**config.mk**
```make
export PLATFORM = sky130hd
export DESIGN_NAME = fp_mult_arbiter
export DESIGN_NICKNAME = d
export VERILOG_FILES = /design/src/rtl/fp_mult_arbiter.sv
export SDC_FILE = /design/constraint.sdc
export NUM_CORES = 1
export LEC_CHECK = 0
export CAP_MARGIN = 10
export CORE_AREA = 2 2 303 305
export CTS_BUF_LIST = sky130_fd_sc_hd__clkbuf_4 sky130_fd_sc_hd__clkbuf_8
export CTS_CLUSTER_DIAMETER = 30
export CTS_CLUSTER_SIZE = 14
export DETAILED_ROUTE_END_ITERATION = 10
export DIE_AREA = 0 0 305 307
export GPL_TIMING_DRIVEN = 1
export PLACE_DENSITY = 0.45
export SYNTH_ARGS = -nofsm -noshare
export SYNTH_HDL_FRONTEND = slang
export SYNTH_SLANG_ARGS = --single-unit
```
**constraint.sdc**
```tcl
create_clock -name clk -period 6.15 [get_ports clk]
set_input_delay 0.615 -clock clk [delete_from_list [all_inputs] [get_ports clk]]
set_output_delay 0.615 -clock clk [all_outputs]
set_load 0.05 [all_outputs]
```
**src/rtl/fp_mult_arbiter.sv**
```systemverilog
// fp_mult_arbiter: round-robin sharing of one pipelined IEEE-754 double multiplier among N requesters.
// Optional multiplier watchdog is compiled in with FP_MULT_ARB_WATCHDOG_EN.
module fp_mult_arbiter #(
    parameter  int unsigned N       = 4,
    parameter  int unsigned IDXW    = $clog2(N),
    parameter  int unsigned TIMEOUT = 64,
    localparam int unsigned DW      = 64
) (
    input  logic            clk,
    input  logic            reset,
    input  logic [N-1:0]    req,
    input  logic [N*DW-1:0] op_a,
    input  logic [N*DW-1:0] op_b,
    output logic [N-1:0]    done,
    output logic [DW-1:0]   result,
    output logic            busy,
    output logic [IDXW-1:0] grant_idx,
    output logic [DW-1:0]   mul_a,
    output logic [DW-1:0]   mul_b,
    output logic            mul_start,
    output logic            mul_clr,
    input  logic [DW-1:0]   mul_result,
    input  logic            mul_done,
    output logic            timeout_err
);

    typedef enum logic [1:0] {
        IDLE = 2'd0,
        BUSY = 2'd1,
        RESP = 2'd2
    } state_t;

    state_t          state_q, state_d;
    logic [IDXW-1:0] last_q, last_d;
    logic [IDXW-1:0] grant_idx_d;
    logic [DW-1:0]   mul_a_d, mul_b_d, result_d;
    logic [N-1:0]    done_d;
    logic            busy_d, mul_start_d, mul_clr_d;
    logic            pick_valid;
    logic [IDXW-1:0] pick_idx, cand;
    logic [DW-1:0]   op_a_arr [N];
    logic [DW-1:0]   op_b_arr [N];

    for (genvar g = 0; g < N; g++) begin : g_unpack
        assign op_a_arr[g] = op_a[g*DW +: DW];
        assign op_b_arr[g] = op_b[g*DW +: DW];
    end

`ifdef FP_MULT_ARB_WATCHDOG_EN
    localparam int unsigned  WDW  = $clog2(TIMEOUT + 1);
    localparam logic [DW-1:0] QNAN = 64'h7FF8_0000_0000_0000;

    logic [WDW-1:0] wd_cnt_q, wd_cnt_d;
    logic           timeout_err_d;
    logic           wd_expired;

    assign wd_expired = (wd_cnt_q == WDW'(TIMEOUT));
`else
    logic unused_timeout;

    assign unused_timeout = ^32'(TIMEOUT);
    assign timeout_err    = 1'b0;
`endif

    // Round-robin pick: first set request after the last grant, wrapping modulo N.
    always_comb begin : p_pick
        pick_valid = 1'b0;
        pick_idx   = last_q;
        cand       = '0;
        for (int unsigned k = 1; k <= N; k++) begin
            cand = IDXW'((32'(last_q) + k) % N);
            if (!pick_valid && req[cand]) begin
                pick_valid = 1'b1;
                pick_idx   = cand;
            end
        end
    end

    always_comb begin : p_next
        state_d     = state_q;
        last_d      = last_q;
        grant_idx_d = grant_idx;
        mul_a_d     = mul_a;
        mul_b_d     = mul_b;
        result_d    = result;
`ifdef FP_MULT_ARB_WATCHDOG_EN
        wd_cnt_d      = '0;
        timeout_err_d = timeout_err;
`endif
        case (state_q)
            IDLE: begin
                if (pick_valid) begin
                    grant_idx_d = pick_idx;
                    last_d      = pick_idx;
                    mul_a_d     = op_a_arr[pick_idx];
                    mul_b_d     = op_b_arr[pick_idx];
                    state_d     = BUSY;
                end
            end
            BUSY: begin
                if (mul_done) begin
                    result_d = mul_result;
                    state_d  = RESP;
                end
`ifdef FP_MULT_ARB_WATCHDOG_EN
                // Stuck multiplier: answer with a quiet NaN so the requester is not starved.
                else if (wd_expired) begin
                    result_d      = QNAN;
                    timeout_err_d = 1'b1;
                    state_d       = RESP;
                end else begin
                    wd_cnt_d = wd_cnt_q + WDW'(1);
                end
`endif
            end
            RESP: begin
                state_d = IDLE;
            end
            default: begin
                state_d = IDLE;
            end
        endcase

        busy_d      = (state_d != IDLE);
        mul_start_d = (state_d == BUSY);
        mul_clr_d   = (state_d != BUSY);
        done_d      = '0;
        if (state_d == RESP) begin
            done_d[grant_idx_d] = 1'b1;
        end
    end

    always_ff @(posedge clk or posedge reset) begin : p_state
        if (reset) begin
            state_q   <= IDLE;
            last_q    <= IDXW'(N - 1);
            grant_idx <= '0;
            mul_a     <= '0;
            mul_b     <= '0;
            result    <= '0;
            done      <= '0;
            busy      <= 1'b0;
            mul_start <= 1'b0;
            mul_clr   <= 1'b1;
        end else begin
            state_q   <= state_d;
            last_q    <= last_d;
            grant_idx <= grant_idx_d;
            mul_a     <= mul_a_d;
            mul_b     <= mul_b_d;
            result    <= result_d;
            done      <= done_d;
            busy      <= busy_d;
            mul_start <= mul_start_d;
            mul_clr   <= mul_clr_d;
        end
    end

`ifdef FP_MULT_ARB_WATCHDOG_EN
    always_ff @(posedge clk or posedge reset) begin : p_watchdog
        if (reset) begin
            wd_cnt_q    <= '0;
            timeout_err <= 1'b0;
        end else begin
            wd_cnt_q    <= wd_cnt_d;
            timeout_err <= timeout_err_d;
        end
    end
`endif

endmodule

```
# After elaboration in Yosys (flattened, before gate mapping)
# Index checks and enable logic that the tools add are counted.
[totals] regBits=205 output_inout_bits=202 word_cells=67
[op_classes] addsub=4 n_lt_le_gt_ge=7 n_eq_ne=4 muxes=30 n_bitwise=1 reduce_logical=11
[ops] op="64-bit binary-select mux with 2-bit select" count=2
[ops] op="64-bit two-way mux" count=4
[ops] op="2-bit two-way mux" count=8
[ops] op="2-bit by 3-bit < comparator with 1-bit output, second input constant" count=5
[ops] op="1-bit two-way mux" count=9
[ops] op="1-bit binary-select mux with 2-bit select" count=4
[ops] op="2-bit by 1-bit adder with 2-bit output, second input constant" count=2
[ops] op="2-bit adder, second input constant" count=2
[ops] op="2-bit by 1-bit == test with 1-bit output, second input constant" count=2
[ops] op="1-bit logical AND" count=4
[ops] op="4-bit two-way mux" count=1
[ops] op="2-bit case mux with 2 select lines" count=1
[ops] op="2-bit AND reduction" count=2
[ops] op="3-bit greater-or-equal comparator, second input constant" count=1
[ops] op="1-bit logical NOT" count=3
[ops] op="2-bit inverter with 3-bit output" count=1
[ops] op="1-bit demux with 2-bit select" count=1
[ops] op="2-bit == test, second input constant" count=1
[ops] op="2-bit by 1-bit greater-or-equal comparator with 1-bit output, second input constant" count=1
[ops] op="2-bit logical NOT" count=1
[ops] op="2-bit by 1-bit != test with 1-bit output, second input constant" count=1
[ops] op="2-bit nonzero test" count=1

# Depth between registers and ports, before layout
# Gate-level depths: netlist of the first run.
[depth] word_depth=20 depth_mapped=9 mapped_depth_nobuf=5

# Least setup slack after synthesis of the first run
# Ideal clock, no wire load.
[synth_path] path_kind="input-to-reg" start="input req[3]" end="register mul_b[10]" arrival_time_ns=1.994 slack_ns=4.062 cell_stages=8 path_buffers=3 path_cell_list="nor2b_1 > o21ba_2 > or3_1 > buf_2 > buf_6 > buf_6 > mux2i_1 > a211oi_1"
[synth_via] elab_chain_cells=16 word_cells_on_any_way=27 cone_classes="mux: 19; bitwise: 1; reduce/logical: 7"
[synth_lines] element="start: declaration" line="11" rtl="input logic [N-1:0] req,"
[synth_lines] element="1-bit binary-select mux with 2-bit select" line="72" rtl="if (!pick_valid && req[cand]) begin"
[synth_lines] element="1-bit two-way mux (not written as such)" line="72"
[synth_lines] element="1-bit two-way mux" line="72"
[synth_lines] element="1-bit logical NOT" line="72"
[synth_lines] element="1-bit logical AND" line="72"
[synth_lines] element="1-bit two-way mux" line="72"
[synth_lines] element="1-bit logical NOT" line="72"
[synth_lines] element="1-bit logical AND" line="72"
[synth_lines] element="1-bit two-way mux" line="72"
[synth_lines] element="1-bit logical NOT" line="72"
[synth_lines] element="1-bit logical AND" line="72"
[synth_lines] element="2-bit two-way mux" line="72"
[synth_lines] element="2-bit inverter with 3-bit output (not written as such)" line="96" rtl="mul_b_d = op_b_arr[pick_idx];"
[synth_lines] element="64-bit binary-select mux with 2-bit select" line="96"
[synth_lines] element="64-bit two-way mux (not written as such) (2 in series)" line="96"
[synth_lines] element="end signal: assignment" line="150" rtl="mul_b <= mul_b_d;"
[synth_lines] element="end: declaration" line="19" rtl="output logic [DW-1:0] mul_b,"
# Several ways; a longest one is shown, not always the timed one. The select of a mux whose other input is x is not followed.
# A chain may end at the register's enable or synchronous reset.

# Worst setup path in the final report of the first run
[layout_path] start="register last_q[0]" end="register mul_a[25]"
[layout_via] elab_chain_cells=17 word_cells_on_any_way=31 cone_classes="add/sub: 4; mux: 19; bitwise: 1; reduce/logical: 7"
[layout_lines] element="start: declaration" line="34" rtl="logic [IDXW-1:0] last_q, last_d;"
[layout_lines] element="start signal: assignment" line="136" rtl="last_q <= IDXW'(N - 1);"
[layout_lines] element="start signal: assignment" line="147" rtl="last_q <= last_d;"
[layout_lines] element="2-bit by 1-bit adder with 2-bit output" line="71" rtl="cand = IDXW'((32'(last_q) + k) % N);"
[layout_lines] element="1-bit binary-select mux with 2-bit select" line="72"
[layout_lines] element="1-bit two-way mux (not written as such)" line="72"
[layout_lines] element="1-bit two-way mux" line="72"
[layout_lines] element="1-bit logical NOT" line="72"
[layout_lines] element="1-bit logical AND" line="72"
[layout_lines] element="1-bit two-way mux" line="72"
[layout_lines] element="1-bit logical NOT" line="72"
[layout_lines] element="1-bit logical AND" line="72"
[layout_lines] element="1-bit two-way mux" line="72"
[layout_lines] element="1-bit logical NOT" line="72"
[layout_lines] element="1-bit logical AND" line="72"
[layout_lines] element="2-bit two-way mux" line="72"
[layout_lines] element="2-bit inverter with 3-bit output (not written as such)" line="95" rtl="mul_a_d = op_a_arr[pick_idx];"
[layout_lines] element="64-bit binary-select mux with 2-bit select" line="95"
[layout_lines] element="64-bit two-way mux (not written as such) (2 in series)" line="95"
[layout_lines] element="end signal: assignment" line="149" rtl="mul_a <= mul_a_d;"
[layout_lines] element="end: declaration" line="18" rtl="output logic [DW-1:0] mul_a,"
# Several ways; a longest one is shown, not always the timed one. The select of a mux whose other input is x is not followed.

==> results.toml, run 1 <==
[clocking]
clkSinkCount = 205
clk_latency_ns = 0.68
clock_path_buffers = 3
ctsResizeCount = 0
clkSlewWorstSetupHoldPaths_ns = 0.05
cts_tree = "yes"
cts_inserted_buffers = 80
cts_root_buf = "clkbuf_8"
ctsHoldBuffers = 0
cts_setup_buffers = 0
h-tree-depth = 3

[yosys]
yosysMostFrequentCell = "nand2_1"
ys_types = 33
synth_seq_cells = 205
avgSynthCellArea_sq_um = 9.14
synth_top_area_cell = "dfrtp_1"
yosysSeqAreaShare_pct = 42.0
post_synth_inst_count = 1338
synth_area_sq_um = 12200
syn_nets = 1921
synth_edf_count = 0
synthArstFlopShare_pct = 100
synth-main-ff-cell = "dfrtp_1"
yosys-top-cells-area = "dfrtp_1 41%, a211oi_2 12%, mux2i_1 11%"
netlist_top_cells_count = "323 x nand2_1, 202 x dfrtp_1, 136 x a211oi_1"
synth_top_area_share_pct = 41.3
yosysWarnings = 0

[cells_and_area]
nets = 2687
drive_gt1_share_pct = 14.2
n_fill_cell = 9676
seq_area_sq_um = 5130
syn_to_final_growth_pct = 88.1
multi_input_comb_area_sq_um = 6410

[global_route]
grt_max_degree = 129
grt_usage_pct = 14.1
grt_pass1_vias = 14600
grt_overflow = 0
antenna_found_initial = 7
grt_pass1_wl_mm = 98.0

[timing]
post-route-min-period_ns = 3.30
rsz0062_at_grt = "false"
fin_skew_ns = 0.0243
tightest_slew_ns = 1.02
setup_violations = 0
relSlewSlack_pct = 31.9
tns_ns = 0
fmax_mhz = 303
fin_crit_sh_pct = 53.7
finalHoldViolations = 0
drv_slew = 0
finalWorstSetupSlack_ns = 2.85

[floorplan]
fp.coreArea_sq_um = 90700
num_io_pins = 785
std_cell_rows = 111
fp.dieW_microns = 305
initial_core_util_pct = 13.5
die_h_microns = 307
fp.dieArea_sq_um = 93600

[flow_run]
maxCapViolations = 0

[placed_design]
place.port_buffers = 783
hpwl_mm = 49.5
dp_slack_ns = 2.17
gp_congestion = 0.829

[detailed_routing]
first_iter_violations = 586
avgRoutedWirePerCell_microns = 20.3
viasPerCell = 4.05
final_antenna_net_count = 0
wirelength_mm = 68.2
dr.pass1.iters = 7
remaining_drc_errors = 0
via_count = 13600

[critical_path]
ff2ff_setup_slack_ns = 2.85
r2r_end = "mul_a[25]$_DFFE_PP0P_"
crit_type = "register to register"
endpoint_kind = "register"
cp_max_fo = 36
r2r-start = "last_q[0]$_DFFE_PP1P_"
crit_arrival_ns = 3.78
reg2regPathDepth = 7
cp.required_ns = 6.63
cp-start-kind = "register"

[run_status]
outcome = "completed"

[power_and_ir_drop]
leakagePower_nw = 9.20
vdd_ir_drop_max_v = 0.000279
totalPowerFinal_mw = 11.7
power_density_nw_per_um2 = 511

[hold_path]
min_path_type = "input pin to async pin"
[sequential cells by signal, indices dropped and copies added (netlist names)]
signal / cells
mul_a: 64
mul_b: 64
result: 64
done: 4
grant_idx: 2
last_q: 2
state_q: 2
busy: 1
mul_clr: 1
mul_start: 1
[worst max-delay path by stage]
stage	start	endpoint	slack, ns	depth (start not counted)
after floorplan	reset	busy$_DFF_PP0_	2.88	1
after global placement	req[3]	mul_a[29]$_DFFE_PP0P_	2.28	8
after detailed placement	req[3]	mul_a[25]$_DFFE_PP0P_	2.17	8
after CTS	last_q[0]$_DFFE_PP1P_	mul_a[25]$_DFFE_PP0P_	2.77	7
after global routing	last_q[0]$_DFFE_PP1P_	mul_a[26]$_DFFE_PP0P_	2.62	7
final	last_q[0]$_DFFE_PP1P_	mul_a[25]$_DFFE_PP0P_	2.85	7
[routing by layer]
layer | vias to the layer above | wire, microns | GRT usage, %
met5 | - | 23 | 0
met4 | 4 | 1910 | 5.48
met3 | 115 | 5990 | 5.02
met2 | 627 | 33000 | 23.6
met1 | 6491 | 27300 | 16.3
li1 | 6329 | - | -
[placed cells by master, fill, tap and decap left out, types with 3 or more instances in the layout]
cell / Yosys / routed
mux2i_1: 130 / 130
nor3_1: 130 / 129
inv_6: 0 / 3
clkbuf_4: 0 / 24
buf_12: 0 / 7
nor2_1: 132 / 132
nand2_1: 323 / 323
dfrtp_1: 202 / 202
a211oi_1: 136 / 136
clkinvlp_4: 0 / 6
a211oi_2: 120 / 120
a21oi_1: 4 / 3
clkbuf_8: 0 / 98
clkdlybuf4s50_1: 0 / 783
bufinv_16: 0 / 4
clkinv_2: 0 / 4
and2_1: 3 / 3
buf_4: 1 / 25
clkinv_4: 0 / 4
dfstp_2: 3 / 3
[cell type report]
| cell class | count | share of cell area (%) |
|---|---|---|
| Tap cell | 1186 | 6.45 |
| Clock inverter | 21 | 1.09 |
| Inverter | 4 | 0.0816 |
| Multi-Input combinational cell | 998 | 27.9 |
| Sequential cell | 205 | 22.3 |
| Antenna cell | 2 | 0.0218 |
| Timing Repair Buffer | 815 | 35.5 |
| Clock buffer | 122 | 6.65 |
[critical path, cell delays in order (launching register included)]
cell and delay [ns]:
dfstp_2 0.58, o21ai_1 0.12, a21oi_4 0.51, or3_4 0.73, buf_12 0.36, buf_4 0.42, mux2i_1 0.26, a211oi_1 0.10
[through the flow]
stage	area (sq um)	hold WS (ns)	instances	util, %
6_report	23000	0.424	3353	25.4
5_1_grt	23000	0.415	3353	25.4
4_1_cts	23000	0.366	3351	25.4
3_5_place_dp	21200	0.461	3208	23.4
3_3_place_gp	21200	0.458	3208	23.4
2_1_floorplan	12200	0.461	1338	-
[cells by family after synthesis]
| kind of cell | after synthesis | share of synthesized area [%] |
|---|---|---|
| other | 1 | 0.0307 |
| flip-flops | 205 | 42.0 |
| buffers and inverters | 135 | 5.99 |
| multiplexers | 130 | 10.6 |
| AND/OR/NAND/NOR | 601 | 20.2 |
| AO/OA/AOI/OAI | 266 | 21.2 |
[power by group]
group,switching [mW],total [mW],internal (mW),leakage [nW]
clock network,0.914,2.66,1.74,0.924
logic,4.45,6.75,2.31,5.92
registers,0.384,2.34,1.95,2.36
total,5.74,11.7,6.01,9.20
Power figures use the tool's default switching activity.
==> run 2, diff against run 1 <==
==> constraint.sdc (replaced) <==
create_clock -name clk -period 2.9 [get_ports clk]
set_input_delay 0.29 -clock clk [delete_from_list [all_inputs] [get_ports clk]]
set_output_delay 0.29 -clock clk [all_outputs]
set_load 0.05 [all_outputs]
==> run 2 against run 1 <==
Sequential power is 110% higher; first-iteration DRC count is 2.4% higher; routed wire length is 0.77% lower; setup slack worse by 2.4 ns; sequential share of layout area is 0.30 points lower; die area stayed put; critical path type unchanged; power is 110% higher; register-to-register slack worse by 2.4 ns.
==> results.toml, run 2 (synthesis gave the netlist of run 1 again) <==
[critical_path]
cp-start-kind = "register"
cp.required_ns = 3.39
crit_arrival_ns = 2.92
endpoint_kind = "register"
crit_type = "register to register"
cp_max_fo = 27

[timing]
relSlewSlack_pct = 49.5
tightest_slew_ns = 0.755
rsz0062_at_grt = "false"
post-route-min-period_ns = 2.43
fin_skew_ns = 0.0208
drv_slew = 0
finalHoldViolations = 0
fin_crit_sh_pct = 83.9
tns_ns = 0
setup_violations = 0
fmax_mhz = 411

[global_route]
grt_usage_pct = 14.0
grtUsageMet2_pct = 23.1
grt_overflow = 0
antenna_found_initial = 10
grt_pass1_wl_mm = 98.7
grt_max_degree = 81
use_met1_pct = 16.6
grt.met3_usage_pct = 4.76
grt_pass1_vias = 14800
busiest_layer = "met2"

[placed_design]
hpwl_mm = 50.3
place.port_buffers = 783
dp_cells = 3229
gp_congestion = 0.818
detailed_place.area_sq_um = 21600

[clocking]
cts_root_buf = "clkbuf_8"
cts_setup_buffers = 0
h-tree-depth = 3
cts_tree = "yes"
clock_path_buffers = 3
clkSinkCount = 205
clk_latency_ns = 0.65
ctsHoldBuffers = 1
clkSlewWorstSetupHoldPaths_ns = 0.05
ctsResizeCount = 0
cts_inserted_buffers = 79

[floorplan]
num_io_pins = 785
initial_core_util_pct = 13.5
fp.coreArea_sq_um = 90700
std_cell_rows = 111
fp.dieArea_sq_um = 93600
die_h_microns = 307
fp.dieW_microns = 305

[cells_and_area]
mostFrequentLayoutCells = "783 x clkdlybuf4s50_1, 323 x nand2_1, 202 x dfrtp_1"
design_area_sq_um = 23300
biggestRegsByFlops = "mul_a (64), mul_b (64), result (64)"
drive_gt1_share_pct = 14.7
final_cells = 3371
layout_commonest_cell = "clkdlybuf4s50_1"
nets = 2708
syn_to_final_growth_pct = 90.7

[run_status]
outcome = "completed"

[detailed_routing]
remaining_drc_errors = 0
final_antenna_net_count = 0
dr.pass1.iters = 7
viasPerCell = 4.06
wirelength_mm = 67.7
first_iter_violations = 600
via_count = 13700
avgRoutedWirePerCell_microns = 20.1

[power_and_ir_drop]
leakagePower_nw = 9.35
power_density_nw_per_um2 = 1080
totalPowerFinal_mw = 25.1
vdd_ir_drop_max_v = 0.000538

[flow_run]
maxCapViolations = 0

[hold_path]
min_path_type = "input pin to register"
-- run 2: path summary, 6_finish.rpt --
kind | from | to | slack [ns] | cells past startpoint
hold reg to reg | result[15]$_DFFE_PP0P_ | result[15]$_DFFE_PP0P_ | 0.47 | 2
min in group asynchronous | reset | mul_b[10]$_DFFE_PP0P_ | 0.56 | 3
hold / removal | mul_result[52] | result[52]$_DFFE_PP0P_ | 0.17 | 3
max in group asynchronous | reset | mul_a[4]$_DFFE_PP0P_ | 1.47 | 4
setup / recovery | last_q[1]$_DFFE_PP1P_ | mul_b[13]$_DFFE_PP0P_ | 0.47 | 6
setup reg to reg | last_q[1]$_DFFE_PP1P_ | mul_b[13]$_DFFE_PP0P_ | 0.47 | 6
-- run 2: final cells by class --
type	instances	area, sq um
inverters	4	18.8
flip-flops and latches	205	5130
fillers	9719	67400
diodes	5	12.5
clock buffers	117	1490
clock inverters	19	238
well taps	1186	1480
multi-input cells	998	6410
repair buffers	837	8520
-- run 2: metal layers --
layer	share of wire, %	wire length, microns
met1	41	27900
met2	47	32100
met3	8.2	5560
met4	3.1	2120
met5	0.034	23
-- run 2: per-stage QoR --
stage,hold WS [ns],util [%],setup slack (ns)
floorplan,0.395,-,-0.0458
CTS,0.0374,25.7,0.409
global route,0.0994,25.7,0.309
finish,0.171,25.7,0.467
detailed placement,0.465,23.8,0.222
global placement,0.457,23.8,0.258
-- run 2: critical path, cell delays in order, from the launching register on --
cell,delay (ns)
dfstp_2,0.62
mux2i_1,0.10
a22oi_1,0.50
nand3_4,0.16
buf_12,0.21
a211oi_2,0.52
a211oi_1,0.09
-- run 2: power breakdown --
group | leakage, nW | internal, mW | switching [mW] | total, mW
sequential | 2.36 | 4.15 | 0.767 | 4.91
combinational | 6.09 | 5.17 | 9.49 | 14.7
clock | 0.904 | 3.68 | 1.86 | 5.54
